$ cat src/rtl/pipe_ctrl_pkg.sv
// -----------------------------------------------------------------------------
// pipe_ctrl_pkg
// Purpose : shared types and defaults for the pipeline control unit.
//   program_counter_t : redirect PC type used by the core
//   pipe_state_t      : control FSM states {RUN, FLUSH, REFILL}
//   PIPE_NUM_STAGES   : default number of controlled pipeline stages
// No ports (package).
// -----------------------------------------------------------------------------
package pipe_ctrl_pkg;

   localparam int unsigned PIPE_NUM_STAGES = 8;
   localparam int unsigned PIPE_PC_WIDTH   = 32;

   typedef logic [PIPE_PC_WIDTH-1:0] program_counter_t;

   typedef enum logic [1:0] {
      RUN    = 2'd0,
      FLUSH  = 2'd1,
      REFILL = 2'd2
   } pipe_state_t;

   // Width of the refill counter; it only has to reach NUM_STAGES-1.
   function automatic int unsigned refill_cnt_width(input int unsigned num_stages);
      refill_cnt_width = (num_stages > 32'd2) ? $clog2(num_stages) : 32'd1;
   endfunction

endpackage : pipe_ctrl_pkg

$ cat src/rtl/pipe_ctrl_hold_chain.sv
// -----------------------------------------------------------------------------
// pipe_hold_chain
// Purpose : combinational back-pressure chain. A stage holds when it is busy
//           itself, or when it is occupied and the stage after it holds.
//           An empty stage breaks the chain, so bubbles are squeezed out.
// Ports   :
//   i_stall_req [NUM_STAGES] : per-stage busy request
//   i_valid     [NUM_STAGES] : per-stage occupancy
//   o_hold      [NUM_STAGES] : per-stage hold (stage must keep its output)
// -----------------------------------------------------------------------------
module pipe_hold_chain
   import pipe_ctrl_pkg::*;
#(
   parameter int unsigned NUM_STAGES = PIPE_NUM_STAGES
) (
   input  logic [NUM_STAGES-1:0] i_stall_req,
   input  logic [NUM_STAGES-1:0] i_valid,
   output logic [NUM_STAGES-1:0] o_hold
);

   // Ripple the hold from writeback back towards fetch.
   always_comb begin
      o_hold               = '0;
      o_hold[NUM_STAGES-1] = i_stall_req[NUM_STAGES-1];
      for (int k = int'(NUM_STAGES) - 2; k >= 0; k--) begin
         o_hold[k] = i_stall_req[k] | (i_valid[k] & o_hold[k+1]);
      end
   end

endmodule : pipe_hold_chain

$ cat src/rtl/pipe_ctrl.sv
// -----------------------------------------------------------------------------
// pipe_ctrl
// Purpose : pipeline control unit. Tracks per-stage occupancy, derives stalls
//           through pipe_hold_chain, and sequences a registered flush + PC
//           redirect requested from writeback followed by a refill window.
// Optional: define PIPE_PERF_CNT_EN to add four 64-bit performance counters
//           (o_perf_cycles, o_perf_retired, o_perf_stalls, o_perf_flushes).
// Ports   :
//   i_clk, i_rst      : clock, synchronous active-high reset
//   i_fetch_valid     : fetch produced an instruction this cycle
//   i_stall_req [N]   : per-stage busy request
//   i_redirect        : writeback requests flush + redirect
//   i_redirect_pc     : redirect target
//   o_stall [N]       : per-stage hold
//   o_valid [N]       : per-stage shadow occupancy
//   o_flush           : one-cycle flush pulse
//   o_pc_alter        : load o_pc into the program counter (with o_flush)
//   o_pc              : latched redirect PC
//   o_refill          : high while in REFILL
//   o_retire          : last stage retires this cycle
// -----------------------------------------------------------------------------
module pipe_ctrl
   import pipe_ctrl_pkg::*;
#(
   parameter int unsigned NUM_STAGES = PIPE_NUM_STAGES,
   parameter int unsigned PC_WIDTH   = PIPE_PC_WIDTH
) (
   input  logic                  i_clk,
   input  logic                  i_rst,
   input  logic                  i_fetch_valid,
   input  logic [NUM_STAGES-1:0] i_stall_req,
   input  logic                  i_redirect,
   input  logic [PC_WIDTH-1:0]   i_redirect_pc,
   output logic [NUM_STAGES-1:0] o_stall,
   output logic [NUM_STAGES-1:0] o_valid,
   output logic                  o_flush,
   output logic                  o_pc_alter,
   output logic [PC_WIDTH-1:0]   o_pc,
   output logic                  o_refill,
`ifdef PIPE_PERF_CNT_EN
   output logic [63:0]           o_perf_cycles,
   output logic [63:0]           o_perf_retired,
   output logic [63:0]           o_perf_stalls,
   output logic [63:0]           o_perf_flushes,
`endif
   output logic                  o_retire
);

   localparam int unsigned CNT_W = refill_cnt_width(NUM_STAGES);

   pipe_state_t           state_q;
   logic [NUM_STAGES-1:0] valid_q;
   logic [NUM_STAGES-1:0] valid_d;
   logic [NUM_STAGES-1:0] hold_s;
   logic [CNT_W-1:0]      cnt_q;
   logic [CNT_W-1:0]      cnt_d;
   logic                  flush_q;
   logic                  refill_q;
   logic [PC_WIDTH-1:0]   pc_q;
   logic                  refill_exit_s;
   logic                  retire_s;

   pipe_hold_chain #(
      .NUM_STAGES (NUM_STAGES)
   ) u_hold_chain (
      .i_stall_req (i_stall_req),
      .i_valid     (valid_q),
      .o_hold      (hold_s)
   );

   // Occupancy advance: held stages keep their slot, others take the
   // predecessor's instruction only if the predecessor is not held.
   always_comb begin
      valid_d    = valid_q;
      valid_d[0] = hold_s[0] ? valid_q[0] : i_fetch_valid;
      for (int k = 1; k < int'(NUM_STAGES); k++) begin
         valid_d[k] = hold_s[k] ? valid_q[k] : (valid_q[k-1] & ~hold_s[k-1]);
      end
   end

   // Refill ends once the window has covered the pipe depth, or earlier if
   // an instruction already reaches the last stage.
   always_comb begin
      cnt_d         = cnt_q + {{(CNT_W-1){1'b0}}, 1'b1};
      refill_exit_s = (cnt_d == CNT_W'(NUM_STAGES - 1)) | valid_d[NUM_STAGES-1];
   end

   assign retire_s = valid_q[NUM_STAGES-1] & ~hold_s[NUM_STAGES-1];

   // Control FSM with occupancy registers and registered flush/refill flags.
   always_ff @(posedge i_clk) begin
      if (i_rst) begin
         state_q  <= RUN;
         valid_q  <= '0;
         cnt_q    <= '0;
         flush_q  <= 1'b0;
         refill_q <= 1'b0;
         pc_q     <= '0;
      end else begin
         case (state_q)
            RUN: begin
               valid_q <= valid_d;
               if (i_redirect) begin
                  state_q <= FLUSH;
                  pc_q    <= i_redirect_pc;
                  flush_q <= 1'b1;
               end
            end
            FLUSH: begin
               // Any redirect seen here comes from a stage being flushed.
               valid_q  <= '0;
               cnt_q    <= '0;
               flush_q  <= 1'b0;
               refill_q <= 1'b1;
               state_q  <= REFILL;
            end
            REFILL: begin
               valid_q <= valid_d;
               if (i_redirect) begin
                  state_q  <= FLUSH;
                  pc_q     <= i_redirect_pc;
                  flush_q  <= 1'b1;
                  refill_q <= 1'b0;
               end else if (refill_exit_s) begin
                  state_q  <= RUN;
                  refill_q <= 1'b0;
               end else begin
                  cnt_q <= cnt_d;
               end
            end
            default: begin
               state_q  <= RUN;
               valid_q  <= '0;
               cnt_q    <= '0;
               flush_q  <= 1'b0;
               refill_q <= 1'b0;
            end
         endcase
      end
   end

`ifdef PIPE_PERF_CNT_EN
   logic [63:0] perf_cycles_q;
   logic [63:0] perf_retired_q;
   logic [63:0] perf_stalls_q;
   logic [63:0] perf_flushes_q;
   logic        flush_enter_s;

   assign flush_enter_s = i_redirect & ((state_q == RUN) | (state_q == REFILL));

   // Free-running 64-bit event counters; they wrap naturally.
   always_ff @(posedge i_clk) begin
      if (i_rst) begin
         perf_cycles_q  <= 64'd0;
         perf_retired_q <= 64'd0;
         perf_stalls_q  <= 64'd0;
         perf_flushes_q <= 64'd0;
      end else begin
         perf_cycles_q <= perf_cycles_q + 64'd1;
         if (retire_s) begin
            perf_retired_q <= perf_retired_q + 64'd1;
         end
         if (hold_s[0] && (state_q == RUN)) begin
            perf_stalls_q <= perf_stalls_q + 64'd1;
         end
         if (flush_enter_s) begin
            perf_flushes_q <= perf_flushes_q + 64'd1;
         end
      end
   end

   assign o_perf_cycles  = perf_cycles_q;
   assign o_perf_retired = perf_retired_q;
   assign o_perf_stalls  = perf_stalls_q;
   assign o_perf_flushes = perf_flushes_q;
`endif

   assign o_stall    = hold_s;
   assign o_valid    = valid_q;
   assign o_flush    = flush_q;
   assign o_pc_alter = flush_q;
   assign o_pc       = pc_q;
   assign o_refill   = refill_q;
   assign o_retire   = retire_s;

endmodule : pipe_ctrl

$ cat config.mk
export PLATFORM = sky130hd
export DESIGN_NAME = pipe_ctrl
export DESIGN_NICKNAME = d
export VERILOG_FILES = /design/src/rtl/pipe_ctrl_pkg.sv /design/src/rtl/pipe_ctrl_hold_chain.sv /design/src/rtl/pipe_ctrl.sv
export SDC_FILE = /design/constraint.sdc
export NUM_CORES = 1
export LEC_CHECK = 0
export ABC_AREA = 1
export BUFFER_PORTS_ARGS = -buffer_cell sky130_fd_sc_hd__buf_4
export CORE_MARGIN = 4
export CORE_UTILIZATION = 40
export DETAILED_ROUTE_END_ITERATION = 10
export MAX_ROUTING_LAYER = met4
export PLACE_DENSITY = 0.75
export RECOVER_POWER = 50
export SLEW_MARGIN = 10
export SYNTH_ARGS = -nofsm -noshare
export SYNTH_HDL_FRONTEND = slang
export SYNTH_SLANG_ARGS = --single-unit
$ cat constraint.sdc
create_clock -name i_clk -period 1.95 [get_ports i_clk]
set_input_delay 0.585 -clock i_clk [delete_from_list [all_inputs] [get_ports i_clk]]
set_output_delay 0.585 -clock i_clk [all_outputs]
set_load 0.01 [all_outputs]
; ---- Word level (Yosys, flattened, before mapping)
; Cells that the tools add are included.
[word_totals]
regBits = 47
input_bits = 44
output_inout_bits = 52
[op_classes]
addsub = 1
eq_ne = 7
n_mux = 11
bitwise_logic = 33
n_reduce_logical = 7
[op_table]
columns = op, count
row1 = $and A1 B1 Y1, 15
row2 = $not A1 Y1, 10
row3 = $or A1 B1 Y1, 8
row4 = $mux W2, 3
row5 = $mux W3, 2
row6 = $ne A2 B2 Y1 const B, 3
row7 = $pmux W2 S3, 1
row8 = $pmux W3 S2, 1
row9 = $reduce_and A2 Y1, 3
row10 = $reduce_or A2 Y1, 2
row11 = $add A3 B1 Y3 const B, 1
row12 = $eq A3 B3 Y1 const B, 1
row13 = $mux W1, 3
row14 = $ne A3 B3 Y1 const B, 1
row15 = $pmux W1 S3, 1
row16 = $reduce_and A3 Y1, 1
row17 = $eq A2 B1 Y1 const B, 1
row18 = $eq A2 B2 Y1 const B, 1
row19 = $logic_not A2 Y1, 1

; ---- Logic depth before layout (Yosys ltp)
; Gate-level depths: netlist (run 1).
[depth]
depth_word = 16
mapped_depth = 16

; ---- Hierarchy
; From an unflattened synthesis (run 1), not the netlist that was laid out.
[hier_totals]
cells_unflattened = 255
area_unflattened_um2 = 1898.1
[by_module_without_submodules]
columns = module, instances, cells_per_inst, area_each_um2, seq_area_each_um2
row1 = pipe_ctrl, 1, 233, 1784.2, 940.9
row2 = pipe_hold_chain, 1, 22, 113.9, 0.0

; ---- Least setup slack after synthesis (run 1)
; Ideal clock, no wire load.
[synth_timing]
path_kind = input -> output
startpoint = in i_stall_req[7]
endpoint = out o_stall[0]
t_arrival_ns = 1.619
slack_ns = -0.254
stages = 14
path_cell_list = nand2_1 -> nand2_2 -> nand2_2 -> nand2_4 -> nand2_4 -> nand2_4 -> nand2_2 -> nand2_4 -> nand2_4 -> nand2_4 -> nand2_2 -> nand2_4 -> nand2_2 -> nand2_1
[synth_between]
elab_chain_cells = 14
[synth_rtl]
columns = item, line_no
row1 = start: declaration, pipe_ctrl.sv:31  ; input logic [NUM_STAGES-1:0] i_stall_req,
row2 = $and A1 B1 Y1, pipe_ctrl_hold_chain.sv:26  ; o_hold[k] = i_stall_req[k] | (i_valid[k] & o_hold[k+1]);
row3 = $or A1 B1 Y1, pipe_ctrl_hold_chain.sv:26
row4 = named net o_stall[6], pipe_ctrl.sv:34  ; output logic [NUM_STAGES-1:0] o_stall,
row5 = $and A1 B1 Y1, pipe_ctrl_hold_chain.sv:26
row6 = $or A1 B1 Y1, pipe_ctrl_hold_chain.sv:26
row7 = named net o_stall[5], pipe_ctrl.sv:34
row8 = $and A1 B1 Y1, pipe_ctrl_hold_chain.sv:26
row9 = $or A1 B1 Y1, pipe_ctrl_hold_chain.sv:26
row10 = named net o_stall[4], pipe_ctrl.sv:34
row11 = (+2 left out), -
row12 = named net o_stall[3], pipe_ctrl.sv:34
row13 = $and A1 B1 Y1, pipe_ctrl_hold_chain.sv:26
row14 = $or A1 B1 Y1, pipe_ctrl_hold_chain.sv:26
row15 = named net o_stall[2], pipe_ctrl.sv:34
row16 = $and A1 B1 Y1, pipe_ctrl_hold_chain.sv:26
row17 = $or A1 B1 Y1, pipe_ctrl_hold_chain.sv:26
row18 = named net o_stall[1], pipe_ctrl.sv:34
row19 = $and A1 B1 Y1, pipe_ctrl_hold_chain.sv:26
row20 = $or A1 B1 Y1, pipe_ctrl_hold_chain.sv:26
row21 = end: declaration, pipe_ctrl.sv:34
; The timed path passes the listed nets, and every way through them passes these cells.

; ---- Final worst setup path (run 1)
[layout_timing]
startpoint = in i_stall_req[7]
endpoint = out o_stall[0]
[layout_between]
elab_chain_cells = 14
[layout_rtl]
columns = item, line_no
row1 = $and A1 B1 Y1, pipe_ctrl_hold_chain.sv:26
row2 = $or A1 B1 Y1, pipe_ctrl_hold_chain.sv:26
row3 = $and A1 B1 Y1, pipe_ctrl_hold_chain.sv:26
row4 = $or A1 B1 Y1, pipe_ctrl_hold_chain.sv:26
row5 = $and A1 B1 Y1, pipe_ctrl_hold_chain.sv:26
row6 = $or A1 B1 Y1, pipe_ctrl_hold_chain.sv:26
row7 = $and A1 B1 Y1, pipe_ctrl_hold_chain.sv:26
row8 = $or A1 B1 Y1, pipe_ctrl_hold_chain.sv:26
row9 = $and A1 B1 Y1, pipe_ctrl_hold_chain.sv:26
row10 = $or A1 B1 Y1, pipe_ctrl_hold_chain.sv:26
row11 = $and A1 B1 Y1, pipe_ctrl_hold_chain.sv:26
row12 = $or A1 B1 Y1, pipe_ctrl_hold_chain.sv:26
row13 = $and A1 B1 Y1, pipe_ctrl_hold_chain.sv:26
row14 = $or A1 B1 Y1, pipe_ctrl_hold_chain.sv:26
; No other way between the ends.

==> impl_metrics.json, run 1 <==
{
  "maxCapViolations": 0,
  "avgViaCountPerCell": 4.57,
  "drv_slew": 0,
  "syn_inst": 242,
  "core_area_um2": 4440,
  "synth_area_um2": 1870,
  "hold_viol": 0,
  "status": "finished with violations",
  "die_w_um": 76.4,
  "die-area_um2": 5830,
  "fillers": 417,
  "h-tree-depth": 2,
  "rsz0062_at_grt": "yes",
  "pre_cts_ws_ns": -0.288,
  "grt_use_total": 0.170,
  "num_antenna_cells": 0,
  "p_total_mw": 1.97,
  "grt_pass1_wl_um": 8210,
  "path_max_fanout": 3,
  "yosys-top-cells-area": "dfxtp_1 50%, nand2_1 16%, a21oi_1 10%, inv_1 4.6%, nand2_4 4.2%",
  "die_y_um": 76.4,
  "gr-usage-met2": 0.278,
  "yosysTopAreaCellShare": 0.503,
  "cts.sinks": 47,
  "synth.distinct_cells": 23,
  "min_path_type": "reg2reg",
  "max_freq_mhz": 463,
  "met3_usage": 0.0461,
  "fin_crit_sh": 1.11,
  "violations": "negative setup slack",
  "port_buffers": 95,
  "grt-ovfl-total": 0,
  "synth.avg_cell_area_um2": 7.72,
  "peakVddDrop_v": 0.000517,
  "nets": 397,
  "drt_iter0_markers": 53,
  "grt-busiest-layer": "met2",
  "setup_slack_ns": -0.208,
  "insertion_delay_ns": 0.29,
  "powerDensity_nw_per_um2": 694,
  "start_kind": "input pin",
  "drc": 0,
  "layout_commonest_cell": "buf_4",
  "initial_utilization": 0.421,
  "path_clk_slew_ns": 0.08,
  "antenna_found_initial": 0,
  "first_pass_iters": 4,
  "numCtsBuffers": 5,
  "skew_ns": 0.00421,
  "dr_total_vias": 1846,
  "final.setup.tns_ns": -0.472,
  "rows": 24,
  "grt_pass1_vias": 1812,
  "hold_buffers": 0,
  "detail_route.wl_per_cell_um": 11.5,
  "clockBufferDepth": 2,
  "wirelength_um": 4650,
  "dp.cells": 392,
  "synth-seq-cells": 47,
  "hpwl_um": 3460,
  "p_leak_nw": 1.41,
  "fin_crit_ns": 2.16,
  "ios": 96,
  "cts-root-buf": "clkbuf_8",
  "met1_usage": 0.212,
  "critical_path_arrival_ns": 1.57,
  "synth_nets": 288,
  "end_kind": "output pin",
  "layout_common_cells": "97 x buf_4, 79 x nand2_1, 46 x dfxtp_1",
  "required_ns": 1.36,
  "worstSetupPathType": "in2out",
  "synth.yosys.seq_area_share": 0.503,
  "setup_viol": 4,
  "ant_nets": 0,
  "synth_top_cell_by_area": "dfxtp_1",
  "maxSlewHeadroom": 0.372,
  "cts_tree": "built",
  "ys_warn_count": 0,
  "gp_congestion": 0.714,
  "final_layout_size_suffix_gt1_frac": 0.375,
  "finalNonFillerCells": 404,
  "utilization": 0.638,
  "worst_slew_pin_slew_ns": 0.942,
  "area_delta_synth_final_pct": 51.7,
  "grt_max_degree": 21
}
## per-layer routing
layer	vias to the layer above	share of wire	wire (µm)
li1	969	-	-
met2	66	0.45	2110
met4	0	0.0024	11
met1	809	0.48	2230
met3	2	0.063	295
met5	-	0	0
## where the power goes
group	leakage (nW)	switching (mW)	internal [mW]	total, mW
Sequential	0.386	0.0338	1.01	1.04
Combinational	0.984	0.177	0.194	0.370
Clock	0.0422	0.302	0.252	0.554
## registers in the layout, summed over array words and instances, names as in the netlist
register,count
state_q,2
cnt_q,3
o_flush,1
o_refill,1
o_pc,32
o_valid,8
## logic make-up after synthesis
group	share of synthesized area
AOI/OAI and AO/OA	0.137
buffers and inverters	0.0803
xor gates and xnor gates	0.00469
adders and majority gates	0.0134
and+or+nand+nor	0.261
DFF	0.503
## critical path, stage by stage
cell and delay, ns:
buf_6 0.10, nand2_4 0.05, nand2_4 0.05, nand2_4 0.06
nand2_4 0.05, nand2_4 0.07, nand2_4 0.05, nand2_4 0.06
nand2_4 0.05, nand2_4 0.06, nand2_4 0.06, nand2_4 0.06
nand2_4 0.06, nand2_4 0.06, nand2_2 0.05, buf_6 0.11
## area by class of cell
type,instances,area (µm²),share of cell area
Multi-Input combinational cell,157,816,0.288
Sequential cell,47,942,0.332
Timing Repair Buffer,114,831,0.293
Clock buffer,7,76.3,0.0269
Inverter,26,100,0.0353
Tap cell,52,65.1,0.0229
Clock inverter,1,5.00,0.00177
## per-stage QoR
step           hold WS, ns  area, µm²
3_3_place_gp         0.448       2730
5_1_grt              0.486       2840
3_5_place_dp         0.455       2730
2_1_floorplan        0.451       1880
4_1_cts              0.469       2870
6_report             0.464       2840
## synth_stat cells
cell,instances
nand2_1,81
dfxtp_1,47
a21oi_1,38
inv_1,23
clkbuf_1,10
nor2_1,9
nand2_4,7
nand2_2,5
a211oi_1,3
inv_2,3
buf_4,2
ha_1,2
o21ai_1,2
a22o_1,1
a22oi_2,1
nand3_1,1
nand3_2,1
nand4_2,1
nor2_2,1
o211ai_1,1
o21ai_0,1
or2_0,1
xor2_1,1
## final timing paths
path	startpoint	endpoint	slack, ns	depth (start not counted)
max	i_stall_req[7]	o_stall[0]	-0.21	16
min	o_pc[16]$_SDFFE_PP0P_	o_pc[16]$_SDFFE_PP0P_	0.46	2
max reg2reg	o_valid[6]$_SDFFE_PP0N_	o_valid[2]$_SDFFE_PP0N_	0.27	18
min reg2reg	o_pc[16]$_SDFFE_PP0P_	o_pc[16]$_SDFFE_PP0P_	0.46	2
## what timing repair did
action / in CTS / in global routing
setup buffers: 4 / 2
gates resized for setup: 10 / 1
pin swaps: 3 / 2
setup endpoints to repair: 4 / 4
hold endpoints to repair: 0 / 0
Power figures use the tool's default switching activity.
==> run 2, diff against run 1 <==
CORE_MARGIN = 3   (was 4)
==> impl_metrics.json, run 2 (same netlist as run 1, synthesis figures left out) <==
{
  "status": "finished with violations",
  "violations": "negative setup slack",
  "hold_start": "o_pc[4]$_SDFFE_PP0P_",
  "end_kind": "output pin",
  "hpwl_um": 3260,
  "drv_slew": 0,
  "max_freq_mhz": 457,
  "dp.cells": 390,
  "antenna_found_initial": 0,
  "avgViaCountPerCell": 4.59,
  "cts.sinks": 47,
  "worstSetupPathType": "in2out",
  "numCtsBuffers": 5,
  "maxSlewHeadroom": 0.441,
  "core_area_um2": 4440,
  "worst_hold_path.num_cells": 2,
  "fin_crit_sh": 1.12,
  "nets": 398,
  "num_antenna_cells": 0,
  "rsz0062_at_grt": "yes",
  "maxCapViolations": 0,
  "largest_register_ffs": 32,
  "powerDensity_nw_per_um2": 703,
  "path_max_fanout": 3,
  "r2r-end": "o_valid[2]$_SDFFE_PP0N_",
  "fillers": 429,
  "finalNonFillerCells": 405,
  "setup_slack_ns": -0.238,
  "grt_use_total": 0.170,
  "h-tree-depth": 2,
  "rows": 24,
  "p_total_mw": 1.94,
  "port_buffers": 95,
  "worst_slew_pin_slew_ns": 0.839,
  "crit_slowest_cell": "buf_6",
  "wirelength_um": 4590,
  "grt_max_degree": 33,
  "p_leak_nw": 1.32,
  "fin_crit_ns": 2.19,
  "whs_ns": 0.462,
  "ios": 96,
  "min_path_type": "reg2reg",
  "drc": 0,
  "detail_route.wl_per_cell_um": 11.3,
  "layout_commonest_cell": "nand2_1",
  "hold_viol": 0,
  "start_kind": "input pin",
  "path_cells": "buf_6, nand2_4, nand2_4, nand2_4, nand2_4, nand2_4, nand2_4, nand2_4, nand2_4, nand2_4, nand2_4, nand2_4, nand2_4, nand2_2, nand2_2, buf_6",
  "first_pass_iters": 6,
  "gp_congestion": 0.819,
  "die_y_um": 74.4,
  "min_to": "o_pc[4]$_SDFFE_PP0P_",
  "r2r_setup_slack_ns": 0.27,
  "area_delta_synth_final_pct": 47.5,
  "critical_path.max_stage_delay_ns": 0.11,
  "reg2reg_depth": 18,
  "final_layout_size_suffix_gt1_frac": 0.312,
  "final.setup.tns_ns": -0.739,
  "layout_common_cells": "79 x nand2_1, 72 x buf_4, 46 x dfxtp_1",
  "die_w_um": 74.4,
  "dr_total_vias": 1858,
  "insertion_delay_ns": 0.29,
  "cts-root-buf": "clkbuf_8",
  "ant_nets": 0,
  "die-area_um2": 5530,
  "required_ns": 1.36,
  "skew_ns": 0.00565,
  "initial_utilization": 0.421,
  "clockBufferDepth": 2,
  "critical_path_arrival_ns": 1.60,
  "setup_viol": 4,
  "grt_pass1_vias": 1707,
  "cpMostUsedCell": "nand2_4",
  "drt_iter0_markers": 70,
  "cts_tree": "built",
  "timing.rr.start": "o_valid[6]$_SDFFE_PP0N_",
  "grt_pass1_wl_um": 7250,
  "path_clk_slew_ns": 0.08,
  "grt-ovfl-total": 0,
  "peakVddDrop_v": 0.000352,
  "hold_buffers": 0
}
## run 2: changes by cell type in the layout (fill, tap and decap cells not counted), sizes merged
cell | before | now
buf | 102 | 79
clkbuf | 19 | 43
## run 2: where the power goes
group          switching [mW]  internal [mW]
clock                   0.293          0.252
sequential             0.0322           1.01
combinational           0.178          0.173
## run 2: what timing repair did
item | in CTS | in global routing
resized for setup | 10 | 2
setup buffers | 3 | 4
setup endpoints to repair | 4 | 4
pin swaps | 3 | 0
cloned | 0 | 0
## run 2: per-stage QoR
| step | cell area [µm²] | util | worst slack, ns |
|---|---|---|---|
| after global routing | 2760 | 0.620 | -0.326 |
| after detailed placement | 2710 | 0.610 | -0.288 |
| final | 2760 | 0.620 | -0.238 |
| after floorplan | 1880 | - | -0.202 |
| after global placement | 2710 | 0.610 | -0.262 |
| after CTS | 2850 | 0.642 | -0.200 |
## run 2: final cells by class
| class | instances | area (µm²) | area share |
|---|---|---|---|
| Clock buffer | 7 | 76.3 | 0.0277 |
| Clock inverter | 1 | 5.00 | 0.00182 |
| Inverter | 26 | 100 | 0.0363 |
| Multi-Input combinational cell | 157 | 811 | 0.294 |
| Sequential cell | 47 | 942 | 0.342 |
| Tap cell | 52 | 65.1 | 0.0236 |
| Timing Repair Buffer | 115 | 757 | 0.275 |
## run 2: per-layer routing
metal  vias up  GRT usage  routed length (µm)
met5         -          -                   0
met4         0     0.0415                  33
met3         4     0.0432                 303
met2        68      0.284                2110
met1       814      0.204                2140
li1        972          -                   -
## run 2: worst max-delay path by stage
stage,startpoint,endpoint,slack (ns),depth (start not counted)
finish,i_stall_req[7],o_stall[0],-0.24,16
global route,o_valid[6]$_SDFFE_PP0N_,o_stall[0],-0.33,15
CTS,i_stall_req[7],o_stall[0],-0.20,16
detailed placement,i_stall_req[7],o_stall[0],-0.29,16
global placement,i_stall_req[7],o_stall[0],-0.26,16
floorplan,i_stall_req[7],o_stall[0],-0.20,14
## run 2: critical path: cells and delay by family
family | cells | cell delay (ns)
buffers and inverters | 2 | 0.21
AND/OR/NAND/NOR | 14 | 0.79
==> run 3, diff against run 2 <==
CORE_MARGIN = unset   (was 3)
clock period = 1.96 ns   (was 1.95 ns; I/O delays follow)
==> impl_metrics.json, run 3 (same netlist as run 1, synthesis figures left out) <==
{
  "status": "finished with violations",
  "violations": "negative setup slack",
  "place_area_um2": 2720,
  "grt_pass1_vias": 1801,
  "initial_utilization": 0.423,
  "p_leak_nw": 1.41,
  "cts-root-buf": "clkbuf_8",
  "numCtsBuffers": 5,
  "peakVddDrop_v": 0.000428,
  "area_delta_synth_final_pct": 51.5,
  "die-area_um2": 4950,
  "setup_viol": 5,
  "nets": 397,
  "min_path_type": "reg2reg",
  "detail_route.wl_per_cell_um": 11.2,
  "worst_slew_pin_slew_ns": 0.831,
  "grt_use_total": 0.192,
  "p_comb_frac": 0.191,
  "pre_cts_ws_ns": -0.303,
  "critical_path_arrival_ns": 1.58,
  "hold_buffers": 0,
  "setup_slack_ns": -0.212,
  "gp_congestion": 0.748,
  "ant_nets": 0,
  "grt_pass1_wl_um": 7570,
  "wirelength_um": 4510,
  "cts_tree": "built",
  "path_max_fanout": 3,
  "p_seq_frac": 0.540,
  "first_pass_iters": 4,
  "end_kind": "output pin",
  "rsz0062_at_grt": "yes",
  "p_sw_frac": 0.254,
  "grt-ovfl-total": 0,
  "avgViaCountPerCell": 4.71,
  "maxSlewHeadroom": 0.446,
  "h-tree-depth": 2,
  "maxCapViolations": 0,
  "cts.sinks": 47,
  "skew_ns": 0.00431,
  "rows": 24,
  "worstSetupPathType": "in2out",
  "internal_power_mw": 1.44,
  "dr_total_vias": 1893,
  "die_w_um": 70.4,
  "antenna_found_initial": 0,
  "drv_slew": 0,
  "final_layout_size_suffix_gt1_frac": 0.369,
  "grt_max_degree": 20,
  "core_area_um2": 4410,
  "finalNonFillerCells": 402,
  "start_kind": "input pin",
  "port_buffers": 95,
  "ios": 96,
  "powerDensity_nw_per_um2": 680,
  "hold_viol": 0,
  "whs_ns": 0.463,
  "fin_area_um2": 2830,
  "power_frac_clock": 0.269,
  "clockBufferDepth": 2,
  "drc": 0,
  "fillers": 419,
  "drt_iter0_markers": 46,
  "dp.cells": 391,
  "fin_crit_sh": 1.11,
  "path_clk_slew_ns": 0.07,
  "layout_commonest_cell": "buf_4",
  "die_y_um": 70.4,
  "p_total_mw": 1.93,
  "num_antenna_cells": 0,
  "required_ns": 1.37,
  "insertion_delay_ns": 0.29,
  "hpwl_um": 3260,
  "layout_common_cells": "92 x buf_4, 79 x nand2_1, 46 x dfxtp_1",
  "largest_register_ffs": 32,
  "p_sw_mw": 0.490,
  "max_freq_mhz": 460,
  "fin_crit_ns": 2.17
}
## run 3: what timing repair did
item / CTS / global route
setup endpoints to repair: 4 / 5
pin swaps: 2 / 0
gates resized for setup: 12 / 2
buffers inserted: 4 / 1
## run 3: stage by stage
step	util	TNS (ns)
after floorplan	-	-0.253
after global placement	0.616	-0.618
after detailed placement	0.616	-0.792
after CTS	0.649	-0.453
after global routing	0.641	-0.827
final	0.641	-0.550
## run 3: worst paths after layout
path,from,depth (start not counted),end,slack [ns]
max,i_stall_req[7],16,o_stall[0],-0.21
min,o_pc[13]$_SDFFE_PP0P_,2,o_pc[13]$_SDFFE_PP0P_,0.46
max reg2reg,o_valid[6]$_SDFFE_PP0N_,19,o_valid[0]$_SDFFE_PP0N_,0.31
min reg2reg,o_pc[13]$_SDFFE_PP0P_,2,o_pc[13]$_SDFFE_PP0P_,0.46
## run 3: area by class of cell
class,instances,area [µm²],area share
clock buffers,6,72.6,0.0256
multi-input cells,157,813,0.287
inverters,26,100,0.0354
well taps,52,65.1,0.0230
repair buffers,114,838,0.296
flip-flops and latches,47,942,0.333
## run 3: per-layer routing
layer / part of all wire / GRT usage / vias to the layer above
met4: 0.0084 / 0.0600 / 0
li1: - / - / 967
met2: 0.51 / 0.325 / 66
met1: 0.43 / 0.226 / 854
met3: 0.056 / 0.0418 / 6
met5: 0 / - / -
## run 3: worst max-delay path, stage by stage
cell and delay [ns]:
buf_6 0.10, nand2_4 0.05, nand2_4 0.05, nand2_4 0.06, nand2_4 0.05, nand2_4 0.06
nand2_4 0.05, nand2_4 0.06, nand2_4 0.05, nand2_4 0.06, nand2_4 0.05, nand2_4 0.06
nand2_4 0.05, nand2_4 0.06, nand2_2 0.05, buf_6 0.11
## run 3: power groups by stage
| stage | logic, mW | registers (mW) | clock network [mW] |
|---|---|---|---|
| 2_1_floorplan | 0.139 | 1.08 | 0 |
| 3_3_place_gp | 0.357 | 1.06 | 0 |
| 3_5_place_dp | 0.365 | 1.06 | 0 |
| 4_1_cts | 0.381 | 1.04 | 0.538 |
| 5_1_grt | 0.405 | 1.05 | 0.576 |
| 6_report | 0.368 | 1.04 | 0.518 |
